===== config.mk =====
export PLATFORM = sky130hd
export DESIGN_NAME = input_conditioner_flat
export DESIGN_NICKNAME = d
export VERILOG_FILES = /design/src/rtl/input_conditioner_if.sv /design/src/rtl/input_conditioner.sv /design/src/flat_wrapper.sv
export SDC_FILE = /design/constraint.sdc
export NUM_CORES = 1
export LEC_CHECK = 0
export BUFFER_PORTS_ARGS = -buffer_cell sky130_fd_sc_hd__buf_2
export CORE_MARGIN = 1.5
export CORE_UTILIZATION = 61
export DETAILED_ROUTE_END_ITERATION = 8
export PLACE_DENSITY_LB_ADDON = 0.12
export SYNTH_ARGS = -nofsm -noshare
export SYNTH_HDL_FRONTEND = slang
export SYNTH_SLANG_ARGS = --single-unit

===== constraint.sdc =====
create_clock -name Clk -period 2.9 [get_ports Clk]
set_input_delay 0 -clock Clk [delete_from_list [all_inputs] [get_ports Clk]]
set_output_delay 0 -clock Clk [all_outputs]
set_load 0.02 [all_outputs]

===== src/rtl/input_conditioner_if.sv =====
// Raw board inputs and conditioned outputs of the multiplier front-end.
// The slave side is the conditioner; the master side is the board/control unit.
interface input_conditioner_if;
  logic [7:0] Switches;
  logic       ClearALoadB_n;
  logic       Execute_n;
  logic [7:0] Switches_S;
  logic       ClearALoadB_SH;
  logic       Execute_SH;
  logic       ClearALoadB_P;
  logic       Execute_P;

  modport master (
    output Switches,
    output ClearALoadB_n,
    output Execute_n,
    input  Switches_S,
    input  ClearALoadB_SH,
    input  Execute_SH,
    input  ClearALoadB_P,
    input  Execute_P
  );

  modport slave (
    input  Switches,
    input  ClearALoadB_n,
    input  Execute_n,
    output Switches_S,
    output ClearALoadB_SH,
    output Execute_SH,
    output ClearALoadB_P,
    output Execute_P
  );
endinterface


===== src/rtl/input_conditioner.sv =====
// Synchronizes switches and two active-low keys; keys are debounced and turned into
// one-cycle press pulses, with ClearALoadB taking priority over Execute.
module input_conditioner #(
  parameter int unsigned DEBOUNCE_CYCLES = 50000,
  parameter int unsigned CNT_W           = 16
) (
  input logic                Clk,
  input logic                Reset,
  input_conditioner_if.slave io
);

  localparam int unsigned     KeyClr = 0;
  localparam int unsigned     KeyExe = 1;
  localparam logic [CNT_W-1:0] CntMax = CNT_W'(DEBOUNCE_CYCLES - 1);

  logic [7:0]       sw_s1_q, sw_s2_q;
  logic [1:0]       raw_key;
  logic [1:0]       key_s1_q, key_s2_q;
  logic [1:0]       stable_q, stable_d;
  logic [1:0]       prev_q;
  logic [CNT_W-1:0] cnt_q [2];
  logic [CNT_W-1:0] cnt_d [2];
  logic             clr_p_q, clr_p_d;
  logic             exe_p_q, exe_p_d;

  // Keys are inverted before the first flop so every internal key signal is active-high.
  assign raw_key = {~io.Execute_n, ~io.ClearALoadB_n};

  always_ff @(posedge Clk or negedge Reset) begin
    if (!Reset) begin
      sw_s1_q  <= '0;
      sw_s2_q  <= '0;
      key_s1_q <= '0;
      key_s2_q <= '0;
    end else begin
      sw_s1_q  <= io.Switches;
      sw_s2_q  <= sw_s1_q;
      key_s1_q <= raw_key;
      key_s2_q <= key_s1_q;
    end
  end

  // Any sample agreeing with the stable state restarts the count, so bounces never accumulate.
  always_comb begin
    stable_d = stable_q;
    for (int k = 0; k < 2; k++) begin
      cnt_d[k] = '0;
      if (key_s2_q[k] != stable_q[k]) begin
        if (cnt_q[k] == CntMax) begin
          stable_d[k] = key_s2_q[k];
        end else begin
          cnt_d[k] = cnt_q[k] + CNT_W'(1);
        end
      end
    end
  end

  always_comb begin
    clr_p_d = stable_q[KeyClr] & ~prev_q[KeyClr];
    // Execute press is dropped (not deferred) when Clear pulses or is held that cycle.
    exe_p_d = stable_q[KeyExe] & ~prev_q[KeyExe] & ~clr_p_d & ~stable_d[KeyClr];
  end

  always_ff @(posedge Clk or negedge Reset) begin
    if (!Reset) begin
      stable_q <= '0;
      prev_q   <= '0;
      cnt_q    <= '{default: '0};
      clr_p_q  <= 1'b0;
      exe_p_q  <= 1'b0;
    end else begin
      stable_q <= stable_d;
      prev_q   <= stable_q;
      cnt_q    <= cnt_d;
      clr_p_q  <= clr_p_d;
      exe_p_q  <= exe_p_d;
    end
  end

  assign io.Switches_S     = sw_s2_q;
  assign io.ClearALoadB_SH = stable_q[KeyClr];
  assign io.Execute_SH     = stable_q[KeyExe];
  assign io.ClearALoadB_P  = clr_p_q;
  assign io.Execute_P      = exe_p_q;

endmodule


===== src/flat_wrapper.sv =====
// flat-port wrapper written by rule: the top's interface ports become plain ports
module input_conditioner_flat 
#(
  parameter int unsigned DEBOUNCE_CYCLES = 50000,
  parameter int unsigned CNT_W           = 16
)
  (Clk, Reset, io_Switches, io_ClearALoadB_n, io_Execute_n, io_Switches_S, io_ClearALoadB_SH, io_Execute_SH, io_ClearALoadB_P, io_Execute_P);
  input_conditioner_if io_i ();
  input logic Clk;
  input logic Reset;
  input wire logic [$bits(io_i.Switches)-1:0] io_Switches;
  input wire logic [$bits(io_i.ClearALoadB_n)-1:0] io_ClearALoadB_n;
  input wire logic [$bits(io_i.Execute_n)-1:0] io_Execute_n;
  output wire logic [$bits(io_i.Switches_S)-1:0] io_Switches_S;
  output wire logic [$bits(io_i.ClearALoadB_SH)-1:0] io_ClearALoadB_SH;
  output wire logic [$bits(io_i.Execute_SH)-1:0] io_Execute_SH;
  output wire logic [$bits(io_i.ClearALoadB_P)-1:0] io_ClearALoadB_P;
  output wire logic [$bits(io_i.Execute_P)-1:0] io_Execute_P;
  assign io_i.Switches = io_Switches;
  assign io_i.ClearALoadB_n = io_ClearALoadB_n;
  assign io_i.Execute_n = io_Execute_n;
  assign io_Switches_S = io_i.Switches_S;
  assign io_ClearALoadB_SH = io_i.ClearALoadB_SH;
  assign io_Execute_SH = io_i.Execute_SH;
  assign io_ClearALoadB_P = io_i.ClearALoadB_P;
  assign io_Execute_P = io_i.Execute_P;
  input_conditioner #(.DEBOUNCE_CYCLES(DEBOUNCE_CYCLES), .CNT_W(CNT_W)) u_core (.Clk(Clk), .Reset(Reset), .io(io_i));
endmodule

Yosys cells after proc, flatten, opt, wreduce, memory -nomap -nowiden
Cells that the tools add are included.
{"block": "op_classes", "muxes": 6, "n_reduce_logical": 1, "n_addsub": 2, "n_bitwise": 10, "n_eq_ne": 4}
{"op": "2-to-1 mux 16 bit", "n": 4}
{"op": "adder 16 x 1 -> 16 bit, second input constant", "n": 2}
{"op": "== test 16 bit, second input constant", "n": 2}
{"op": "NOT 1 bit", "n": 6}
{"op": "bitwise AND 1 bit", "n": 4}
{"op": "2-to-1 mux 1 bit", "n": 2}
{"op": "!= test 1 bit", "n": 2}
{"op": "AND reduction 2 bit", "n": 1}
{"block": "word_totals", "output_inout_bits": 12, "ff_bits": 58, "inputBits": 12}

Logic depth before layout (Yosys ltp)
Gate-level depths: netlist (run 1).
{"block": "depth", "ltp_word": 5, "ltp_mapped": 6, "depth_no_buf": 5}

Least setup slack after synthesis (run 1)
OpenSTA, ideal clock, no wires.
{"block": "synth_timing", "path_kind": "register to register", "start": "register u_core.cnt_q[16] in the netlist's numbering", "end": "register u_core.exe_p_q (netlist: u_core.io.Execute_P)", "arrival_ps": 1428, "path_stages_with_launch": 6, "path_buffers": 0, "setup_slack_ps": 1378, "path_cell_list": "dfrtp_1 -> ha_1 -> and3_1 -> nand4_2 -> mux2_4 -> nor4b_4"}
{"block": "synth_between", "elab_chain_cells": 5}
{"element": "start, declared", "line": "input_conditioner.sv:21", "text": "logic [CNT_W-1:0] cnt_q [2];"}
{"element": "start signal, assigned", "line": "input_conditioner.sv:74", "text": "cnt_q <= cnt_d;"}
{"element": "== test 16 bit", "line": "input_conditioner.sv:49", "text": "if (cnt_q[k] == CntMax) begin"}
{"element": "2-to-1 mux 1 bit", "line": "input_conditioner.sv:49"}
{"element": "2-to-1 mux 1 bit", "line": "input_conditioner.sv:48", "text": "if (key_s2_q[k] != stable_q[k]) begin"}
{"element": "named net u_core.stable_d[0]", "line": "input_conditioner.sv:19", "text": "logic [1:0] stable_q, stable_d;"}
{"element": "NOT 1 bit", "line": "input_conditioner.sv:61", "text": "exe_p_d = stable_q[KeyExe] & ~prev_q[KeyExe] & ~clr_p_d & ~stable_d[KeyClr];"}
{"element": "bitwise AND 1 bit", "line": "input_conditioner.sv:61"}
{"element": "named net u_core.exe_p_d", "line": "input_conditioner.sv:24", "text": "logic exe_p_q, exe_p_d;"}
{"element": "end signal, assigned", "line": "input_conditioner.sv:76", "text": "exe_p_q <= exe_p_d;"}
{"element": "end, declared", "line": "input_conditioner.sv:24"}
The timed path passes the listed nets, and every way through them passes these cells.
A chain may end at the register's enable or synchronous reset.

==> qor.yml, run 1 <==
outcome: "finished, final reports clean"
clk_pin_slew_ns: 0.07
wl_mm: 4.32
grt_pass1_vias: 1557
worstPathArrival_ns: 1.89
slew_viol_final: 0
rsz0062_at_grt: "no"
holdWs_ns: 0.200
finalSetupViolCount: 0
ys_seq_elements: 58
drt-vias-per-instance: 5.42
drt_first_pass_iters: 4
htreeDepth: 3
synth.yosys.warnings: 0
grt_remaining_overflow: 0
final_area_um2: 2830
gp_congestion: 0.919
num-nets-final: 252
cts_setup_buffers: 0
period_share_pct: 58.6
initial_utilization_pct: 63.5
synth_fp_nets: 209
finalHoldViolations: 0
cap_violations: 0
vias: 1577
synth_top_area_cell: "dfrtp_1"
wl_per_cell_um: 14.9
crit_path_end_kind: "register"
syn-mean-instance-area_um2: 11.9
max_freq_mhz: 589
p_per_area_nw_per_um2: 618
cts_root_buffer: "clkbuf_8"
tightest_slew_ns: 0.591
slowest_delay_ns: 0.43
cts_sinks: 58
synthToLayoutAreaGrowth_pct: 21.8
start_kind: "register"
drtIter0Drc: 112
clockBufferDepth: 2
synth-edff-count: 0
die_h_um: 64.7
ys_async_sr_fraction_pct: 100
ioPinCount: 24
grt_pass1_wl_mm: 7.15
cp.required_ns: 3.09
port_buffers: 23
cts_tree: "done"
die_w_um: 64.7
synth_cell_types: 27
finalCriticalPeriod_ns: 1.70
syn_area_um2: 2320
gr-usage-all-layers_pct: 23.6
drive_above_1_share_pct: 20.2
crit_chain: "ha_1 > and3_1 > nand4_1 > nand2_1 > nor2_1"
synth.most_common_cell: "dfrtp_1"
netlist.area_leader.share_pct: 62.5
fillers: 235
dpl.hpwl_mm: 2.80
finClkSkew_ns: 0.00796
clock_latency_ns: 0.33
relSlewSlack_pct: 60.6
rows: 22
synthTopCellsByCount: "58 x dfrtp_1, 34 x nor2_1, 24 x xnor2_1"
antenna_cells: 0
synth.top_cells.by_area: "dfrtp_1 62%, xnor2_1 9.0%, nor2_1 5.5%, nand4_1 2.7%, nor3_1 2.2%"
antenna_found_initial: 0
synth_ff_type: "dfrtp_1"
critPathMaxFanout: 15
ff2ff_setup_slack_ns: 1.20
netlist_instances: 195
place_area_um2: 2490
cts_buffers: 9
ir_drop_mv: 0.422
critPathKind: "reg -> reg"
hold_class: "in -> async"
leakage_nw: 1.24
rr_startpoint: "u_core.cnt_q[0]"
rr_endpoint: "u_core.cnt_q[8]"
drtAntennaViolNets: 0
grt_max_degree: 33
critPathSlowestCell: "dfrtp_1"
finalSetupTns_ns: 0
coreArea_um2: 3660
seq_area_frac_synth_pct: 62.5
fp.dieArea_um2: 4190
reg2reg_depth: 5
post-route-drc-count: 0
[timing repair]
item / CTS / global route
resized for setup: 0 / 0
endpoints found under the hold margin: 36 / 0
hold buffers: 11 / 0
[cells in the final DEF, fill, tap and decap left out, drive strengths merged, types with 5 or more instances in the layout]
cell and instances:
nor4 6, xor2 5, dfrtp 58, nand4 11
clkbuf 10, nor2 34, xnor2 24, inv 9
dlygate4sd3 11, nor3 10, nand3 10, buf 24
nand2 7
[stage by stage]
step	power [mW]	utilization, %	setup WS, ns	std cells
floorplan	0.879	-	1.38	195
CTS	1.76	77.3	1.20	291
global placement	0.911	68.1	1.29	264
detailed placement	0.916	68.1	1.23	264
global route	1.82	77.3	1.05	291
finish	1.75	77.3	1.20	291
[critical path, delay by kind of cell (launching register included)]
kind	cells	cell delay, ns
adder cells (fa/ha/maj)	1	0.24
flip-flops	1	0.43
AND/OR/NAND/NOR	4	0.89
[how the worst max path moves through the flow]
stage / slack (ns) / cells past startpoint / start / endpoint
finish: 1.20 / 5 / u_core.cnt_q[0] / u_core.cnt_q[8]
global route: 1.05 / 5 / u_core.cnt_q[16] / u_core.cnt_q[20]
CTS: 1.20 / 4 / u_core.cnt_q[10] / u_core.cnt_q[14]
detailed placement: 1.23 / 4 / u_core.cnt_q[10] / u_core.cnt_q[10]
global placement: 1.29 / 5 / u_core.cnt_q[16] / u_core.cnt_q[23]
floorplan: 1.38 / 5 / u_core.cnt_q[16] / u_core.io.Execute_P
[cell families (layout without fill, tap and decap cells)]
| family | after synthesis | count (layout) | synth area share [%] |
|---|---|---|---|
| AOI/OAI and AO/OA | 2 | 2 | 0.592 |
| muxes | 2 | 2 | 1.13 |
| xor gates and xnor gates | 29 | 29 | 10.9 |
| DFF | 58 | 58 | 62.5 |
| adders and majority gates | 2 | 2 | 1.08 |
| and+or+nand+nor | 90 | 90 | 21.8 |
| buffers and inverters | 12 | 60 | 2.05 |
[power by group]
group	switching (mW)	leakage [nW]	total, mW	internal, mW
Clock	0.326	0.112	0.834	0.508
Combinational	0.0417	0.368	0.0694	0.0277
Sequential	0.0143	0.759	0.844	0.830
[layer usage]
metal  global-route usage [%]  up-vias  wire length [um]
li1                         -      751                 -
met1                     28.0      775              1850
met2                     40.3       43              2260
met3                     6.77        8               158
met4                     9.57        0                57
met5                        0        -                 0
[registers in the layout (all words and copies together) (netlist names)]
register                 flops
u_core.cnt_q                32
u_core.io.ClearALoadB_P      1
u_core.io.Execute_P          1
u_core.io.Switches_S         8
u_core.key_s1_q              2
u_core.key_s2_q              2
u_core.prev_q                2
u_core.stable_q              2
u_core.sw_s1_q               8
[area by class of cell]
cell class	instances	area, um2	area share, %
Sequential cell	58	1450	51.3
Multi-Input combinational cell	125	825	29.1
Timing Repair Buffer	35	233	8.22
Clock buffer	10	138	4.86
Clock inverter	6	90.1	3.18
Tap cell	48	60.1	2.12
Inverter	9	33.8	1.19
(Power assumes the default switching activity.)
==> inputs of run 2 (changes only) <==
--- a/config.mk
+++ b/config.mk
@@ -7,7 +7,7 @@
 export LEC_CHECK = 0
 export BUFFER_PORTS_ARGS = -buffer_cell sky130_fd_sc_hd__buf_2
 export CORE_MARGIN = 1.5
-export CORE_UTILIZATION = 61
+export CORE_UTILIZATION = 57
 export DETAILED_ROUTE_END_ITERATION = 8
 export PLACE_DENSITY_LB_ADDON = 0.12
 export SYNTH_ARGS = -nofsm -noshare
==> constraint.sdc (replaced) <==
create_clock -name Clk -period 1.7 [get_ports Clk]
set_input_delay 0 -clock Clk [delete_from_list [all_inputs] [get_ports Clk]]
set_output_delay 0 -clock Clk [all_outputs]
set_load 0.02 [all_outputs]
==> run 2 against run 1 <==
Cell count grew 2.1%. Global-route usage is 0.48 points higher. Power is 69% higher.
==> qor.yml, run 2 (synthesized netlist as in run 1, its figures left out) <==
holdWs_ns: 0.196  # -0.00317 ns
finalPower_mw: 2.96  # +69%
coreArea_um2: 3970  # +8.5%
wl_mm: 4.58  # +6.1%
vias: 1582  # +0.32%
finalCriticalPeriod_ns: 1.63  # -0.0661 ns
initial_utilization_pct: 58.5  # -5.0 points
final_cell_mix: "58 x dfrtp_1, 34 x nor2_1, 24 x xnor2_1, 23 x buf_2, 11 x dlygate4sd3_1"
start_kind: "register"
fp.dieArea_um2: 4470  # +6.7%
drt-vias-per-instance: 5.33  # -1.7%
antenna_found_initial: 0  # unchanged
antenna_cells: 0  # unchanged
finalHoldViolations: 0  # unchanged
post-route-drc-count: 0  # unchanged
fin_cells: 297  # +2.1%
finalSetupTns_ns: 0  # unchanged
htreeDepth: 3  # unchanged
cts_tree: "done"
port_buffers: 23  # unchanged
cp.required_ns: 1.94  # -1.15 ns
pwr-share-seq_pct: 48.6  # +0.3 points
cts_buffers: 9  # unchanged
finalSetupViolCount: 0  # unchanged
outcome: "finished, final reports clean"
hold_class: "in -> async"
leakage_nw: 1.26  # +1.5%
dpl.hpwl_mm: 2.67  # -4.9%
gr-usage-all-layers_pct: 24.1  # +0.48 points
final_common_cell: "dfrtp_1"
worstPathArrival_ns: 1.87  # -0.02 ns
wl_per_cell_um: 15.4  # +3.9%
grt_use_met1_pct: 29.2  # +1.2 points
crit_path_end_kind: "register"
cap_violations: 0  # unchanged
drive_above_1_share_pct: 21.9  # +1.7 points
switching_power_mw: 0.629  # +65%
cts_root_buffer: "clkbuf_8"
comb_power_share_pct: 4.4  # +0.4 points
finClkSkew_ns: 0.00647  # -0.00149 ns
place_inst: 270  # +2.3%
fillers: 268  # +14%
final_util_pct: 72.5  # -4.8 points
grt_remaining_overflow: 0  # unchanged
cts_sinks: 58  # unchanged
p_clk_share_pct: 47.0  # -0.7 points
ir_drop_mv: 0.962  # +130%
die_h_um: 66.8  # +3.3%
clockBufferDepth: 2  # unchanged
seqCellArea_um2: 1450  # unchanged
period_share_pct: 96.0  # +37 points
tightest_slew_ns: 0.368  # -0.223 ns
largest_register_ffs: 32  # unchanged
rsz0062_at_grt: "no"
p_per_area_nw_per_um2: 1030  # +67%
p_int_mw: 2.33  # +71%
critPathMaxFanout: 4  # -11
grt_max_degree: 59  # +79%
drt_first_pass_iters: 4  # unchanged
gp_congestion: 0.843  # -8.2%
synthToLayoutAreaGrowth_pct: 23.9
slew_viol_final: 0  # unchanged
cts_setup_buffers: 0  # unchanged
die_w_um: 66.8  # +3.3%
grt_pass1_vias: 1635  # +5.0%
rows: 23  # +4.5%
gr-max-usage-layer: "met2"
grt_pass1_wl_mm: 7.49  # +4.8%
max_freq_mhz: 613  # +4.0%
regMostFlops: "u_core.cnt_q"
switching_share_pct: 21.3  # -0.60 points
ioPinCount: 24  # unchanged
clock_latency_ns: 0.33  # about the same
clk_pin_slew_ns: 0.07  # about the same
met2_usage_pct: 37.9  # -2.5 points
relSlewSlack_pct: 75.3  # +15 points
num-nets-final: 256  # +1.6%
drtIter0Drc: 127  # +13%
critPathKind: "reg -> reg"
drtAntennaViolNets: 0  # unchanged
met3_usage_pct: 10.6  # +3.9 points
multiInputGateArea_um2: 836  # +1.4%
## run 2: cell type report
cell class | count | area share, %
flip-flops and latches | 58 | 50.4
clock inverters | 5 | 2.70
multi-input cells | 125 | 29.0
well taps | 50 | 2.17
inverters | 9 | 1.17
clock buffers | 11 | 4.91
repair buffers | 39 | 9.57
## run 2: routing by layer
layer	vias to the layer above	share of wire (%)
met5	-	0
met2	42	49
met1	775	44
met3	7	5.1
met4	0	1.5
li1	758	-
## run 2: power groups by stage
stage	clock, mW	combinational [mW]	sequential (mW)
after global placement	0	0.103	1.46
after global routing	1.49	0.142	1.44
after floorplan	0	0.0289	1.47
after CTS	1.41	0.129	1.44
after detailed placement	0	0.108	1.46
final	1.39	0.129	1.44
## run 2: per-stage QoR
stage / worst slack (ns) / instance area, um2
after floorplan: 0.178 / 2320
after global placement: 0.135 / 2540
after detailed placement: 0.0692 / 2540
after CTS: 0.0559 / 2870
after global routing: 0.00157 / 2880
final: 0.0681 / 2880
## run 2: worst paths after layout
kind                                     from             endpoint  slack [ns]  cells past startpoint
min reg2reg                u_core.key_s1_q[0]   u_core.key_s2_q[0]        0.35                      0
min in group Clk               io_Switches[5]    u_core.sw_s1_q[5]        0.32                      2
max in group asynchronous               Reset   u_core.key_s2_q[1]        1.26                      3
max                          u_core.cnt_q[16]  u_core.io.Execute_P        0.07                      5
min                                     Reset     u_core.cnt_q[31]        0.20                      3
max reg2reg                  u_core.cnt_q[16]  u_core.io.Execute_P        0.07                      5
## run 2: critical path, stage by stage, from the launching register on
cell and delay, ns:
dfrtp_1 0.41, ha_1 0.23, and3_4 0.22, nand4_2 0.12, mux2_4 0.35, nor4b_4 0.21
## run 2: repair_timing
action,CTS,global route
resized for setup,0,2
setup endpoints to repair,0,16
hold buffers,11,0
hold endpoints to repair,68,0
